**src/rtl/mips_avalon_bridge_if.sv**
```systemverilog
// Avalon-MM master bus bundle between the MIPS bridge and the memory fabric.
interface mips_avalon_bridge_if #(
    parameter int ADDR_WIDTH = 32
);
    logic [ADDR_WIDTH-1:0] address;
    logic                  read;
    logic                  write;
    logic                  waitrequest;
    logic [31:0]           writedata;
    logic [3:0]            byteenable;
    logic [31:0]           readdata;

    modport master (
        output address, read, write, writedata, byteenable,
        input  waitrequest, readdata
    );

    modport slave (
        input  address, read, write, writedata, byteenable,
        output waitrequest, readdata
    );
endinterface

```
**src/rtl/mips_avalon_bridge.sv**
```systemverilog
// Arbitrates MIPS fetch and load/store requests onto one Avalon-MM master port.
// Optional macro MIPS_BRIDGE_MISALIGN_TRAP_EN: misaligned loads/stores complete with data_error instead of a bus cycle.
module mips_avalon_bridge #(
    parameter int ADDR_WIDTH    = 32,
    parameter int DATA_PRIORITY = 1
) (
    input  logic                  clk,
    input  logic                  reset,
    input  logic                  instr_req,
    input  logic [ADDR_WIDTH-1:0] instr_address,
    output logic                  instr_valid,
    output logic [31:0]           instr_readdata,
    input  logic                  data_read,
    input  logic                  data_write,
    input  logic [1:0]            data_size,
    input  logic                  data_signed,
    input  logic [ADDR_WIDTH-1:0] data_address,
    input  logic [31:0]           data_writedata,
    output logic [31:0]           data_readdata,
    output logic                  data_done,
    output logic                  data_error,
    mips_avalon_bridge_if.master  avm,
    output logic                  busy
);

    typedef enum logic [1:0] {IDLE, IFETCH, DREAD, DWRITE} state_t;

    state_t                state_reg, state_next;
    logic                  read_reg, read_next;
    logic                  write_reg, write_next;
    logic [ADDR_WIDTH-1:0] address_reg, address_next;
    logic [3:0]            byteenable_reg, byteenable_next;
    logic [31:0]           writedata_reg, writedata_next;
    logic                  instr_valid_reg, instr_valid_next;
    logic [31:0]           instr_readdata_reg, instr_readdata_next;
    logic                  data_done_reg, data_done_next;
    logic [31:0]           data_readdata_reg, data_readdata_next;
    logic [1:0]            off_reg, off_next;
    logic [1:0]            size_reg, size_next;
    logic                  signed_reg, signed_next;
    logic                  starve_i_reg, starve_i_next;
    logic                  starve_d_reg, starve_d_next;

    logic        instr_ok, data_ok, pick_data, accept_instr, accept_data, trap;
    logic [1:0]  req_off;
    logic [3:0]  req_be;
    logic [31:0] req_wdata;
    logic [15:0] lane16;
    logic [31:0] load_ext;

    // A side whose completion pulse is on the wire is masked so a held request is not re-run.
    assign instr_ok = instr_req && !instr_valid_reg;
    assign data_ok  = (data_read || data_write) && !data_done_reg;

    always_comb begin
        pick_data = data_ok;
        if (instr_ok && data_ok) begin
            if (starve_i_reg)      pick_data = 1'b0;
            else if (starve_d_reg) pick_data = 1'b1;
            else                   pick_data = (DATA_PRIORITY != 0);
        end
    end

    assign accept_data  = (state_reg == IDLE) && data_ok && pick_data;
    assign accept_instr = (state_reg == IDLE) && instr_ok && !pick_data;

    // Lane offset, byteenable and replicated store data for the pending data request.
    always_comb begin
        case (data_size)
            2'b00: begin
                req_off   = data_address[1:0];
                req_be    = 4'b0001 << data_address[1:0];
                req_wdata = {4{data_writedata[7:0]}};
            end
            2'b01: begin
                req_off   = {data_address[1], 1'b0};
                req_be    = 4'b0011 << {data_address[1], 1'b0};
                req_wdata = {2{data_writedata[15:0]}};
            end
            default: begin
                req_off   = 2'b00;
                req_be    = 4'b1111;
                req_wdata = data_writedata;
            end
        endcase
    end

`ifdef MIPS_BRIDGE_MISALIGN_TRAP_EN
    logic req_misalign;
    logic data_error_reg;

    always_comb begin
        case (data_size)
            2'b00:   req_misalign = 1'b0;
            2'b01:   req_misalign = data_address[0];
            default: req_misalign = |data_address[1:0];
        endcase
    end

    assign trap = accept_data && req_misalign;

    always_ff @(posedge clk) begin
        if (reset) data_error_reg <= 1'b0;
        else       data_error_reg <= trap;
    end

    assign data_error = data_error_reg;
`else
    assign trap       = 1'b0;
    assign data_error = 1'b0;
`endif

    // Load path: bring the addressed lane down to bit 0, then extend.
    always_comb begin
        case (off_reg)
            2'd0:    lane16 = avm.readdata[15:0];
            2'd1:    lane16 = avm.readdata[23:8];
            2'd2:    lane16 = avm.readdata[31:16];
            default: lane16 = {8'h00, avm.readdata[31:24]};
        endcase
        case (size_reg)
            2'b00:   load_ext = {{24{signed_reg & lane16[7]}}, lane16[7:0]};
            2'b01:   load_ext = {{16{signed_reg & lane16[15]}}, lane16};
            default: load_ext = avm.readdata;
        endcase
    end

    always_ff @(posedge clk) begin
        if (reset) begin
            state_reg          <= IDLE;
            read_reg           <= 1'b0;
            write_reg          <= 1'b0;
            address_reg        <= '0;
            byteenable_reg     <= 4'b0000;
            writedata_reg      <= 32'd0;
            instr_valid_reg    <= 1'b0;
            instr_readdata_reg <= 32'd0;
            data_done_reg      <= 1'b0;
            data_readdata_reg  <= 32'd0;
            off_reg            <= 2'b00;
            size_reg           <= 2'b00;
            signed_reg         <= 1'b0;
            starve_i_reg       <= 1'b0;
            starve_d_reg       <= 1'b0;
        end else begin
            state_reg          <= state_next;
            read_reg           <= read_next;
            write_reg          <= write_next;
            address_reg        <= address_next;
            byteenable_reg     <= byteenable_next;
            writedata_reg      <= writedata_next;
            instr_valid_reg    <= instr_valid_next;
            instr_readdata_reg <= instr_readdata_next;
            data_done_reg      <= data_done_next;
            data_readdata_reg  <= data_readdata_next;
            off_reg            <= off_next;
            size_reg           <= size_next;
            signed_reg         <= signed_next;
            starve_i_reg       <= starve_i_next;
            starve_d_reg       <= starve_d_next;
        end
    end

    always_comb begin
        state_next = state_reg;
        case (state_reg)
            IDLE: begin
                if (accept_instr)             state_next = IFETCH;
                else if (accept_data && !trap) state_next = data_write ? DWRITE : DREAD;
            end
            IFETCH, DREAD, DWRITE: begin
                if (!avm.waitrequest) state_next = IDLE;
            end
            default: state_next = IDLE;
        endcase
    end

    always_comb begin
        read_next           = read_reg;
        write_next          = write_reg;
        address_next        = address_reg;
        byteenable_next     = byteenable_reg;
        writedata_next      = writedata_reg;
        instr_valid_next    = 1'b0;
        instr_readdata_next = instr_readdata_reg;
        data_done_next      = 1'b0;
        data_readdata_next  = data_readdata_reg;
        off_next            = off_reg;
        size_next           = size_reg;
        signed_next         = signed_reg;
        starve_i_next       = starve_i_reg;
        starve_d_next       = starve_d_reg;
        case (state_reg)
            IDLE: begin
                read_next  = 1'b0;
                write_next = 1'b0;
                if (accept_instr) begin
                    address_next    = instr_address;
                    byteenable_next = 4'b1111;
                    read_next       = 1'b1;
                    starve_i_next   = 1'b0;
                    if (data_ok) starve_d_next = 1'b1;
                end else if (accept_data) begin
                    starve_d_next = 1'b0;
                    if (instr_ok) starve_i_next = 1'b1;
                    if (trap) begin
                        data_done_next     = 1'b1;
                        data_readdata_next = 32'd0;
                    end else begin
                        address_next    = {data_address[ADDR_WIDTH-1:2], 2'b00};
                        byteenable_next = req_be;
                        writedata_next  = req_wdata;
                        read_next       = !data_write;
                        write_next      = data_write;
                        off_next        = req_off;
                        size_next       = data_size;
                        signed_next     = data_signed;
                    end
                end
            end
            IFETCH: begin
                if (!avm.waitrequest) begin
                    read_next           = 1'b0;
                    instr_valid_next    = 1'b1;
                    instr_readdata_next = avm.readdata;
                end
            end
            DREAD: begin
                if (!avm.waitrequest) begin
                    read_next          = 1'b0;
                    data_done_next     = 1'b1;
                    data_readdata_next = load_ext;
                end
            end
            DWRITE: begin
                if (!avm.waitrequest) begin
                    write_next     = 1'b0;
                    data_done_next = 1'b1;
                end
            end
            default: begin
                read_next  = 1'b0;
                write_next = 1'b0;
            end
        endcase
    end

    assign avm.address     = address_reg;
    assign avm.read        = read_reg;
    assign avm.write       = write_reg;
    assign avm.byteenable  = byteenable_reg;
    assign avm.writedata   = writedata_reg;
    assign instr_valid     = instr_valid_reg;
    assign instr_readdata  = instr_readdata_reg;
    assign data_done       = data_done_reg;
    assign data_readdata   = data_readdata_reg;
    assign busy            = (state_reg != IDLE);

endmodule

```
**src/flat_wrapper.sv**
```systemverilog
// flat-port wrapper written by rule: the top's interface ports become plain ports
module mips_avalon_bridge_flat 
#(
    parameter int ADDR_WIDTH    = 32,
    parameter int DATA_PRIORITY = 1
)
  (clk, reset, instr_req, instr_address, instr_valid, instr_readdata, data_read, data_write, data_size, data_signed, data_address, data_writedata, data_readdata, data_done, data_error, busy, avm_address, avm_read, avm_write, avm_writedata, avm_byteenable, avm_waitrequest, avm_readdata);
  mips_avalon_bridge_if #(.ADDR_WIDTH(ADDR_WIDTH)) avm_i ();
  input  logic clk;
  input  logic reset;
  input  logic instr_req;
  input  logic [ADDR_WIDTH-1:0] instr_address;
  output logic instr_valid;
  output logic [31:0] instr_readdata;
  input  logic data_read;
  input  logic data_write;
  input  logic [1:0] data_size;
  input  logic data_signed;
  input  logic [ADDR_WIDTH-1:0] data_address;
  input  logic [31:0] data_writedata;
  output logic [31:0] data_readdata;
  output logic data_done;
  output logic data_error;
  output logic busy;
  output wire logic [$bits(avm_i.address)-1:0] avm_address;
  output wire logic [$bits(avm_i.read)-1:0] avm_read;
  output wire logic [$bits(avm_i.write)-1:0] avm_write;
  output wire logic [$bits(avm_i.writedata)-1:0] avm_writedata;
  output wire logic [$bits(avm_i.byteenable)-1:0] avm_byteenable;
  input wire logic [$bits(avm_i.waitrequest)-1:0] avm_waitrequest;
  input wire logic [$bits(avm_i.readdata)-1:0] avm_readdata;
  assign avm_address = avm_i.address;
  assign avm_read = avm_i.read;
  assign avm_write = avm_i.write;
  assign avm_writedata = avm_i.writedata;
  assign avm_byteenable = avm_i.byteenable;
  assign avm_i.waitrequest = avm_waitrequest;
  assign avm_i.readdata = avm_readdata;
  mips_avalon_bridge #(.ADDR_WIDTH(ADDR_WIDTH), .DATA_PRIORITY(DATA_PRIORITY)) u_core (.clk(clk), .reset(reset), .instr_req(instr_req), .instr_address(instr_address), .instr_valid(instr_valid), .instr_readdata(instr_readdata), .data_read(data_read), .data_write(data_write), .data_size(data_size), .data_signed(data_signed), .data_address(data_address), .data_writedata(data_writedata), .data_readdata(data_readdata), .data_done(data_done), .data_error(data_error), .avm(avm_i), .busy(busy));
endmodule
```
**config.mk**
```make
export PLATFORM = sky130hd
export DESIGN_NAME = mips_avalon_bridge_flat
export DESIGN_NICKNAME = d
export VERILOG_FILES = /design/src/rtl/mips_avalon_bridge_if.sv /design/src/rtl/mips_avalon_bridge.sv /design/src/flat_wrapper.sv
export SDC_FILE = /design/constraint.sdc
export NUM_CORES = 1
export LEC_CHECK = 0
export CORE_UTILIZATION = 42
export DETAILED_ROUTE_END_ITERATION = 6
export PLACE_DENSITY = 0.8
export SYNTH_ARGS = -nofsm -noshare
export SYNTH_HDL_FRONTEND = slang
export SYNTH_SLANG_ARGS = --single-unit
```
**constraint.sdc**
```tcl
create_clock -name clk -period 2.5 [get_ports clk]
set_clock_uncertainty 0.05 [all_clocks]
set_input_delay 0.375 -clock clk [delete_from_list [all_inputs] [get_ports clk]]
set_output_delay 0.375 -clock clk [all_outputs]
set_load 0.05 [all_outputs]
```
==> results of run 1 <==
layout make-up:
class | count | area share [%]
clock inverters | 10 | 1.843
inverters | 6 | 0.2288
flip-flops and latches | 144 | 29.29
repair buffers | 298 | 30.25
well taps | 184 | 2.339
clock buffers | 22 | 4.818
multi-input cells | 548 | 31.23
stage by stage:
step           hold slack [ns]  total power [mW]  worst slack [ns]  area (µm²)  util [%]
2_1_floorplan           0.3999             6.870            0.6414        6274         -
3_3_place_gp            0.3911             8.735            0.2427        9188     63.21
3_5_place_dp            0.3955             8.807            0.1539        9188     63.21
4_1_cts                 0.1465             11.65            0.3944        9843     67.73
5_1_grt                 0.1798             12.18            0.2047        9843     67.73
6_report                0.1715             11.62            0.3510        9843     67.73
worst max-delay path by stage:
stage                                       endpoint  cells past startpoint  slack, ns
6_report       u_core.data_readdata[28]$_SDFFE_PP0P_                      5       0.35
5_1_grt        u_core.data_readdata[15]$_SDFFE_PP0P_                      4       0.20
4_1_cts        u_core.data_readdata[28]$_SDFFE_PP0P_                      5       0.39
3_5_place_dp   u_core.avm.writedata[12]$_SDFFE_PP0P_                      6       0.15
3_3_place_gp   u_core.avm.writedata[13]$_SDFFE_PP0P_                      6       0.24
2_1_floorplan    u_core.avm.address[14]$_SDFFE_PP0P_                      6       0.64
cell families (layout without fill, tap and decap cells):
logic type	after synthesis	in the layout	share of synthesized area, %
adder cells (fa/ha/maj)	4	4	0.7978
flip-flops	144	144	45.95
other	1	1	0.05978
AND/OR/NAND/NOR	275	275	17.95
AO/OA/AOI/OAI	244	244	26.19
multiplexers	24	24	3.949
buffers and inverters	71	336	5.106
placed cells by master (no fill, tap or decap), types with 4 or more instances in the layout:
cell type / netlist / final
a211oi_1: 51 / 51
a21oi_1: 91 / 91
a221o_1: 16 / 16
a22o_1: 7 / 7
a22oi_1: 13 / 13
a311oi_1: 13 / 13
buf_12: 0 / 5
buf_4: 1 / 22
bufinv_16: 0 / 5
clkbuf_16: 0 / 17
clkdlybuf4s50_1: 0 / 271
dfxtp_1: 144 / 144
ha_1: 4 / 4
inv_1: 5 / 5
mux2_2: 6 / 6
mux2i_1: 18 / 18
nand2_1: 158 / 158
nand2b_1: 6 / 6
nand3_1: 7 / 7
nor2_1: 83 / 83
nor2b_1: 5 / 4
o21a_1: 8 / 8
o21ai_0: 24 / 24
routing by layer:
layer	wire, µm	global-route usage (%)	part of all wire (%)	vias up
met3	1683	6.724	8.0	38
met5	0	0	0	-
met4	507	11.48	2.4	0
li1	-	-	-	3195
met1	8739	34.62	41	3076
met2	10180	44.75	48	280
critical path, cell delays in order (launching register included):
cell	delay (ns)
dfxtp_1	0.68
buf_4	0.27
and3b_1	0.22
a22oi_4	0.25
a31oi_4	0.23
a221o_1	0.34
power by group:
group          switching, mW  internal [mW]
Sequential             0.342           2.86
Clock                  0.958           1.85
Combinational           3.66           1.94
==> flow_summary.toml, run 1 <==
[power]
power-per-cell-area_nw_per_um2 = 1180
leakage_nw = 3.698
vdd_ir_drop_max_v = 0.0005842

[synth]
ys_top_cells_by_area = "dfxtp_1 46%, nand2_1 9.5%, a21oi_1 7.3%, a211oi_1 6.1%, nor2_1 5.0%"
avgSynthCellArea_um2 = 8.222
netlist_top_cells_count = "158 x nand2_1, 144 x dfxtp_1, 91 x a21oi_1"
ys_async_sr_fraction_pct = 0
syn_nets = 904
yosysTopAreaCell = "dfxtp_1"
syn_inst = 763
synth.distinct_cells = 51
synth-edff-count = 0
synth_top_area_share_pct = 45.95
yosys_warnings = 0
yosysMostFrequentCell = "nand2_1"
synth_flop_cell = "dfxtp_1"
ys_ff_latch = 144
syn_area_um2 = 6274
ys_seq_area_share_pct = 45.95

[grt]
grt_usage_pct = 27.51
grt.overflow.total = 0
antenna_found_initial = 0
grt_pass1_vias = 6331
grt_pass1_wl_um = 33770
grt_max_degree = 67

[timing]
drv_slew = 0
finalHoldViolCount = 0
setup_tns_ns = 0
setup_violations = 0
worst_pin_slew_ns = 1.083
grt_setup_unrepaired = "false"
timing.slew.headroom_pct = 27.51
period_share_pct = 85.96
fmax_mhz = 465.3
min_period_ns = 2.149

[worst_setup_path]
crit_fanout = 16
timing.rr.end = "u_core.data_readdata[28]$_SDFFE_PP0P_"
rr_startpoint = "u_core.off_reg[0]$_SDFFE_PP0P_"
reg2reg_depth = 5
path_class = "reg -> reg"
end_kind = "flop"
cp.arrival_ns = 2.39
cp.required_ns = 2.74
r2r_slack_ns = 0.35
worstSetupStartpointType = "flop"
critPathLaunch = "u_core.off_reg[0]$_SDFFE_PP0P_"

[min_path]
hold-path-cell-count = 2
min_from = "reset"
min_path_type = "in -> reg"
worstHoldEndpoint = "u_core.data_readdata[14]$_SDFFE_PP0P_"

[floorplanning]
chipWidth_um = 124.2
initial_core_util_pct = 43.16
die_h_um = 124.2
die-area_um2 = 15430
ioPinCount = 275
rows = 44
coreArea_um2 = 14530

[clocking]
worst_skew_pair.late_latency_ns = 0.41
clock_sinks = 144
postCtsHoldBufs = 0
htree_levels = 4
cts_buffers = 17
clockRootBuffer = "clkbuf_16"
cts_tree = "yes"
clkTransAtPathRegs_ns = 0.06
post_cts_resized = 0
clockBufferDepth = 2
post_cts_buffers = 0

[routing]
drc = 0
wirelength_um = 21110
drt_iter0_markers = 429
wl_per_cell_um = 17.41
final_antenna_net_count = 0
vias = 6589
via_per_inst = 5.436
dr.pass1.iters = 7

[cells_and_area]
drive_gt1_share_pct = 6.907
nFillCells = 1185
final-seq-area_um2 = 2883
stdcell_count = 1212
multi_input_area_um2 = 3074
finalNetCount = 1156
n_antenna_cell = 0
area_growth_pct = 56.90

[placement]
post-dp-hpwl_um = 14980
io_buffer_count = 273
gp_congestion = 0.8545
dp.cells = 1180

[run_status]
status = "complete, no violations"

[job]
maxCapViolations = 0
(Power assumes the default switching activity.)
==> run 2, diff against run 1 <==
- ABC_AREA: not set -> 1
- CORE_UTILIZATION: 42 -> 39
- PLACE_DENSITY: 0.8 -> 0.76
- clock period: 2.5 -> 1.9 ns (I/O delays scaled with it)
==> flow_summary.toml, run 2 <==
[run_status]
status = "complete, no violations"

[routing]
drc = 0
final_antenna_net_count = 0
via_per_inst = 5.064
wirelength_um = 22880
drt_iter0_markers = 534
wl_per_cell_um = 15.47
dr.pass1.iters = 5
vias = 7490

[synth]
yosys_warnings = 0
yosysMostFrequentCell = "nand2_1"
synth_top_area_share_pct = 42.35
yosysTopAreaCell = "dfxtp_1"
ys_top_cells_by_area = "dfxtp_1 42%, nand3_1 10%, nand2_1 9.4%, nor2_1 7.9%, o21ai_0 6.4%"
synth-edff-count = 0
synth_flop_cell = "dfxtp_1"
ys_ff_latch = 144
syn_area_um2 = 6808
syn_inst = 988
syn_nets = 1129
ys_async_sr_fraction_pct = 0
synth.distinct_cells = 29
avgSynthCellArea_um2 = 6.890
ys_seq_area_share_pct = 42.35
netlist_top_cells_count = "171 x nand2_1, 144 x dfxtp_1, 144 x nor2_1"

[timing]
worst_pin_slew_ns = 0.5417
fmax_mhz = 562.1
setup_violations = 0
fin_ws_ns = 0.1209
finalHoldViolCount = 0
timing.slew.headroom_pct = 63.88
drv_slew = 0
period_share_pct = 93.64
min_period_ns = 1.779

[power]
comb_power_share_pct = 53.4
vdd_ir_drop_max_v = 0.0008689
pwr-share-seq_pct = 26.6
switchingPower_mw = 7.896
leakage_nw = 5.139
p_int_mw = 8.768
clkPwrFrac_pct = 19.9
power-per-cell-area_nw_per_um2 = 1627
sw_frac_of_total_pct = 47.38

[cells_and_area]
layout.cells.most_common_list = "170 x nand2_1, 144 x nor2_1, 144 x dfxtp_1, 136 x nand3_1, 135 x clkdlybuf4s50_1"
finalNetCount = 1388
final_util_pct = 60.91
drive_gt1_share_pct = 11.83
n_antenna_cell = 0
nFillCells = 1586
area_growth_pct = 50.47
final_common_cell = "nand2_1"

[clocking]
worst_skew_pair.late_latency_ns = 0.42
cts_tree = "yes"
htree_levels = 4
cts_buffers = 17
clockBufferDepth = 2
clock_sinks = 144
postCtsHoldBufs = 0
clockRootBuffer = "clkbuf_16"
clkTransAtPathRegs_ns = 0.06

[grt]
grt.overflow.total = 0
antenna_found_initial = 0
grt_max_degree = 52
grt_pass1_vias = 6909
grt_pass1_wl_um = 35610
grt_usage_pct = 25.45

[worst_setup_path]
cp.required_ns = 2.17
reg2reg_depth = 10
path_class = "reg -> reg"
cp.arrival_ns = 2.05
worstSetupStartpointType = "flop"
end_kind = "flop"
crit_fanout = 25

[placement]
dpl_worst_slack_ns = -0.01927
io_buffer_count = 273
gp_congestion = 0.8995
post-dp-hpwl_um = 16640

[floorplanning]
rows = 47
ioPinCount = 275
initial_core_util_pct = 40.48
die-area_um2 = 17990
coreArea_um2 = 16820
chipWidth_um = 134.1
die_h_um = 134.1

[min_path]
min_path_type = "in -> reg"
hold-path-cell-count = 5

[job]
maxCapViolations = 0
==> run 2: area by class of cell <==
cell class	instances	area, µm²	area share (%)
clock inverters	12	132.6	1.295
clock buffers	19	452.9	4.422
well taps	220	275.3	2.687
multi-input cells	694	3263	31.86
repair buffers	306	2919	28.50
flip-flops and latches	144	2883	28.14
inverters	84	317.8	3.102
==> run 2: power by group through the flow <==
stage                     Combinational (mW)  Sequential (mW)  Clock [mW]
after floorplan                         3.48             7.25           0
after global placement                  9.04             4.51           0
after detailed placement                9.13             4.49           0
after CTS                               8.79             4.44        3.38
after global routing                    9.59             4.54        3.51
final                                   8.90             4.44        3.32
==> run 2: metal layers <==
layer | global-route usage [%] | up-vias | wire (µm)
li1 | - | 3711 | -
met1 | 30.92 | 3402 | 9476
met2 | 41.94 | 328 | 10820
met3 | 8.314 | 49 | 2009
met4 | 9.238 | 0 | 580
met5 | 0 | - | 0
==> run 2: path summary, 6_finish.rpt <==
kind	startpoint	to	slack, ns
max	u_core.state_reg[0]$_SDFFE_PP0P_	u_core.avm.address[5]$_SDFFE_PP0P_	0.12
min	reset	u_core.avm.address[11]$_SDFFE_PP0P_	0.31
max reg2reg	u_core.state_reg[0]$_SDFFE_PP0P_	u_core.avm.address[5]$_SDFFE_PP0P_	0.12
min reg2reg	u_core.avm.writedata[2]$_SDFFE_PP0P_	u_core.avm.writedata[2]$_SDFFE_PP0P_	0.41
==> run 2: repair_timing <==
action	4_1_cts	5_1_grt
buffers inserted	0	1
gates resized for setup	80	18
cloned	0	1
setup endpoints to repair	80	67
hold endpoints to repair	0	0
==> run 2: logic make-up (layout without fill, tap and decap cells) <==
group	after synthesis	in the layout	synth area share, %
and+or+nand+nor	504	504	32.77
AOI/OAI and AO/OA	185	185	14.30
buffers and inverters	150	421	9.796
DFF	144	144	42.35
adders and majority gates	4	4	0.7352
other	1	1	0.05508
==> run 2: worst max-delay path, stage by stage, from the launching register on <==
cell and delay [ns]:
dfxtp_1 0.36, inv_1 0.09, ha_2 0.22, inv_2 0.13
nor2_4 0.07, inv_2 0.06, nand2_2 0.12, buf_12 0.19
or2_2 0.27, nand3_1 0.08, inv_1 0.04
==> run 2: per-stage QoR <==
step | hold WS [ns] | cell area [µm²] | setup TNS [ns] | power (mW) | std cells
floorplan | 0.3143 | 6808 | 0 | 10.73 | 988
global placement | 0.3969 | 9682 | 0 | 13.55 | 1446
detailed placement | 0.4059 | 9682 | -0.1281 | 13.62 | 1446
CTS | 0.3033 | 10170 | 0 | 16.61 | 1477
global route | 0.3242 | 10240 | -0.006697 | 17.64 | 1479
finish | 0.3077 | 10240 | 0 | 16.66 | 1479
==> run 3, diff against run 2 <==
- RECOVER_POWER: not set -> 50
==> flow_summary.toml, run 3 (synthesis gave the netlist of run 2 again) <==
[run_status]
status = "complete, no violations"

[cells_and_area]
final_common_cell = "nand2_1"
n_antenna_cell = 0
drive_gt1_share_pct = 8.419
layout.cells.most_common_list = "171 x nand2_1, 144 x nor2_1, 144 x dfxtp_1, 136 x nand3_1, 135 x clkdlybuf4s50_1"
nFillCells = 1652
area_growth_pct = 46.15
finalNetCount = 1388
final-seq-area_um2 = 2883
final_util_pct = 59.16
post-route-cell-area_um2 = 9950
multi_input_area_um2 = 3261

[routing]
drt_iter0_markers = 573
wl_per_cell_um = 15.46
final_antenna_net_count = 0
wirelength_um = 22870
dr.pass1.iters = 5
vias = 7477
via_per_inst = 5.055
drc = 0

[placement]
postPlaceCellArea_um2 = 9682
post-dp-hpwl_um = 16640
io_buffer_count = 273
gp_congestion = 0.8995
dpl_worst_slack_ns = -0.01927

[clocking]
clockBufferDepth = 2
worst_skew_pair.late_latency_ns = 0.42
cts_buffers = 17
cts_tree = "yes"
clockRootBuffer = "clkbuf_16"
clock_sinks = 144
htree_levels = 4
clkTransAtPathRegs_ns = 0.06

[floorplanning]
die_h_um = 134.1
coreArea_um2 = 16820
initial_core_util_pct = 40.48
ioPinCount = 275
chipWidth_um = 134.1
rows = 47
die-area_um2 = 17990

[worst_setup_path]
path_class = "reg -> reg"
cpMaxStageDelayCell = "dfxtp_1"
cp.buffers_inverters = 5
cp.arrival_ns = 2.05
slowest_delay_ns = 0.36
worstSetupStartpointType = "flop"
cp.required_ns = 2.17
worstPathCellList = "inv_1 -> ha_2 -> inv_2 -> nor2_4 -> inv_2 -> nand2_2 -> buf_12 -> or2_2 -> nand3_1 -> inv_1"
end_kind = "flop"
critical_path.top_delay_family = "simple AND/OR/NAND/NOR gates"
crit_fanout = 25

[grt]
grt_usage_pct = 25.45
grt_pass1_vias = 6909
grt.overflow.total = 0
grt_max_degree = 52
grt_pass1_wl_um = 35610
antenna_found_initial = 0

[power]
leakage_nw = 4.709
vdd_ir_drop_max_v = 0.0008459
power-per-cell-area_nw_per_um2 = 1645

[timing]
min_period_ns = 1.784
period_share_pct = 93.87
setup_violations = 0
fin_ws_ns = 0.1164
timing.slew.headroom_pct = 54.65
drv_slew = 0
finalHoldViolCount = 0
worst_pin_slew_ns = 0.6832
fmax_mhz = 560.7

[job]
maxCapViolations = 0

[min_path]
min_path_type = "in -> reg"
==> run 3: changes by cell type in the layout (fill, tap and decap cells not counted) <==
cell | before | now
buf_12 | 8 | 7
clkbuf_4 | 0 | 1
dlymetal6s2s_1 | 13 | 0
clkbuf_1 | 0 | 55
nand2_2 | 4 | 3
clkbuf_2 | 0 | 3
nand2_1 | 170 | 171
buf_4 | 67 | 22
==> run 3: metal layers <==
metal	share of wire (%)	global-route usage (%)	wire length, µm	up-vias
li1	-	-	-	3712
met1	41	30.92	9376	3398
met2	47	41.94	10850	315
met3	8.9	8.314	2026	52
met4	2.7	9.238	614	0
met5	0	0	0	-
==> run 3: final timing paths <==
kind,startpoint,to,slack [ns],cells past startpoint
setup reg to reg,u_core.state_reg[0]$_SDFFE_PP0P_,u_core.avm.address[5]$_SDFFE_PP0P_,0.12,10
hold reg to reg,u_core.avm.writedata[2]$_SDFFE_PP0P_,u_core.avm.writedata[2]$_SDFFE_PP0P_,0.41,2
hold / removal,reset,u_core.avm.address[11]$_SDFFE_PP0P_,0.31,5
setup / recovery,u_core.state_reg[0]$_SDFFE_PP0P_,u_core.avm.address[5]$_SDFFE_PP0P_,0.12,10
==> run 3: repair_timing <==
item                                    4_1_cts  5_1_grt
gates cloned                                  0        1
endpoints found under the setup margin       80       67
hold buffers                                  0        0
buffers inserted                              0        1
resized for setup                            80       18
==> run 3: metrics by stage <==
stage	TNS [ns]	power [mW]	hold slack, ns	instances
2_1_floorplan	0	10.73	0.3143	988
3_3_place_gp	0	13.55	0.3969	1446
3_5_place_dp	-0.1281	13.62	0.4059	1446
4_1_cts	0	16.61	0.3033	1477
5_1_grt	-0.006697	17.34	0.3242	1479
6_report	0	16.37	0.3077	1479
==> run 3: worst reg2reg max path, cell delays in order (launching register included) <==
cell	delay [ns]
dfxtp_1	0.36
inv_1	0.09
ha_2	0.22
inv_2	0.13
nor2_4	0.07
inv_2	0.06
nand2_2	0.12
buf_12	0.19
or2_2	0.28
nand3_1	0.08
inv_1	0.04
==> run 3: power by group <==
part | internal (mW) | switching [mW] | total, mW | leakage, nW
logic | 2.55 | 6.06 | 8.61 | 3.24
registers | 3.92 | 0.509 | 4.43 | 1.18
clock network | 2.00 | 1.32 | 3.32 | 0.282
==> run 3: cell type report <==
| cell class | count | share of cell area, % |
|---|---|---|
| clock buffers | 19 | 4.552 |
| clock inverters | 12 | 1.333 |
| inverters | 84 | 3.194 |
| multi-input cells | 694 | 32.77 |
| flip-flops and latches | 144 | 28.97 |
| well taps | 220 | 2.767 |
| repair buffers | 306 | 26.41 |
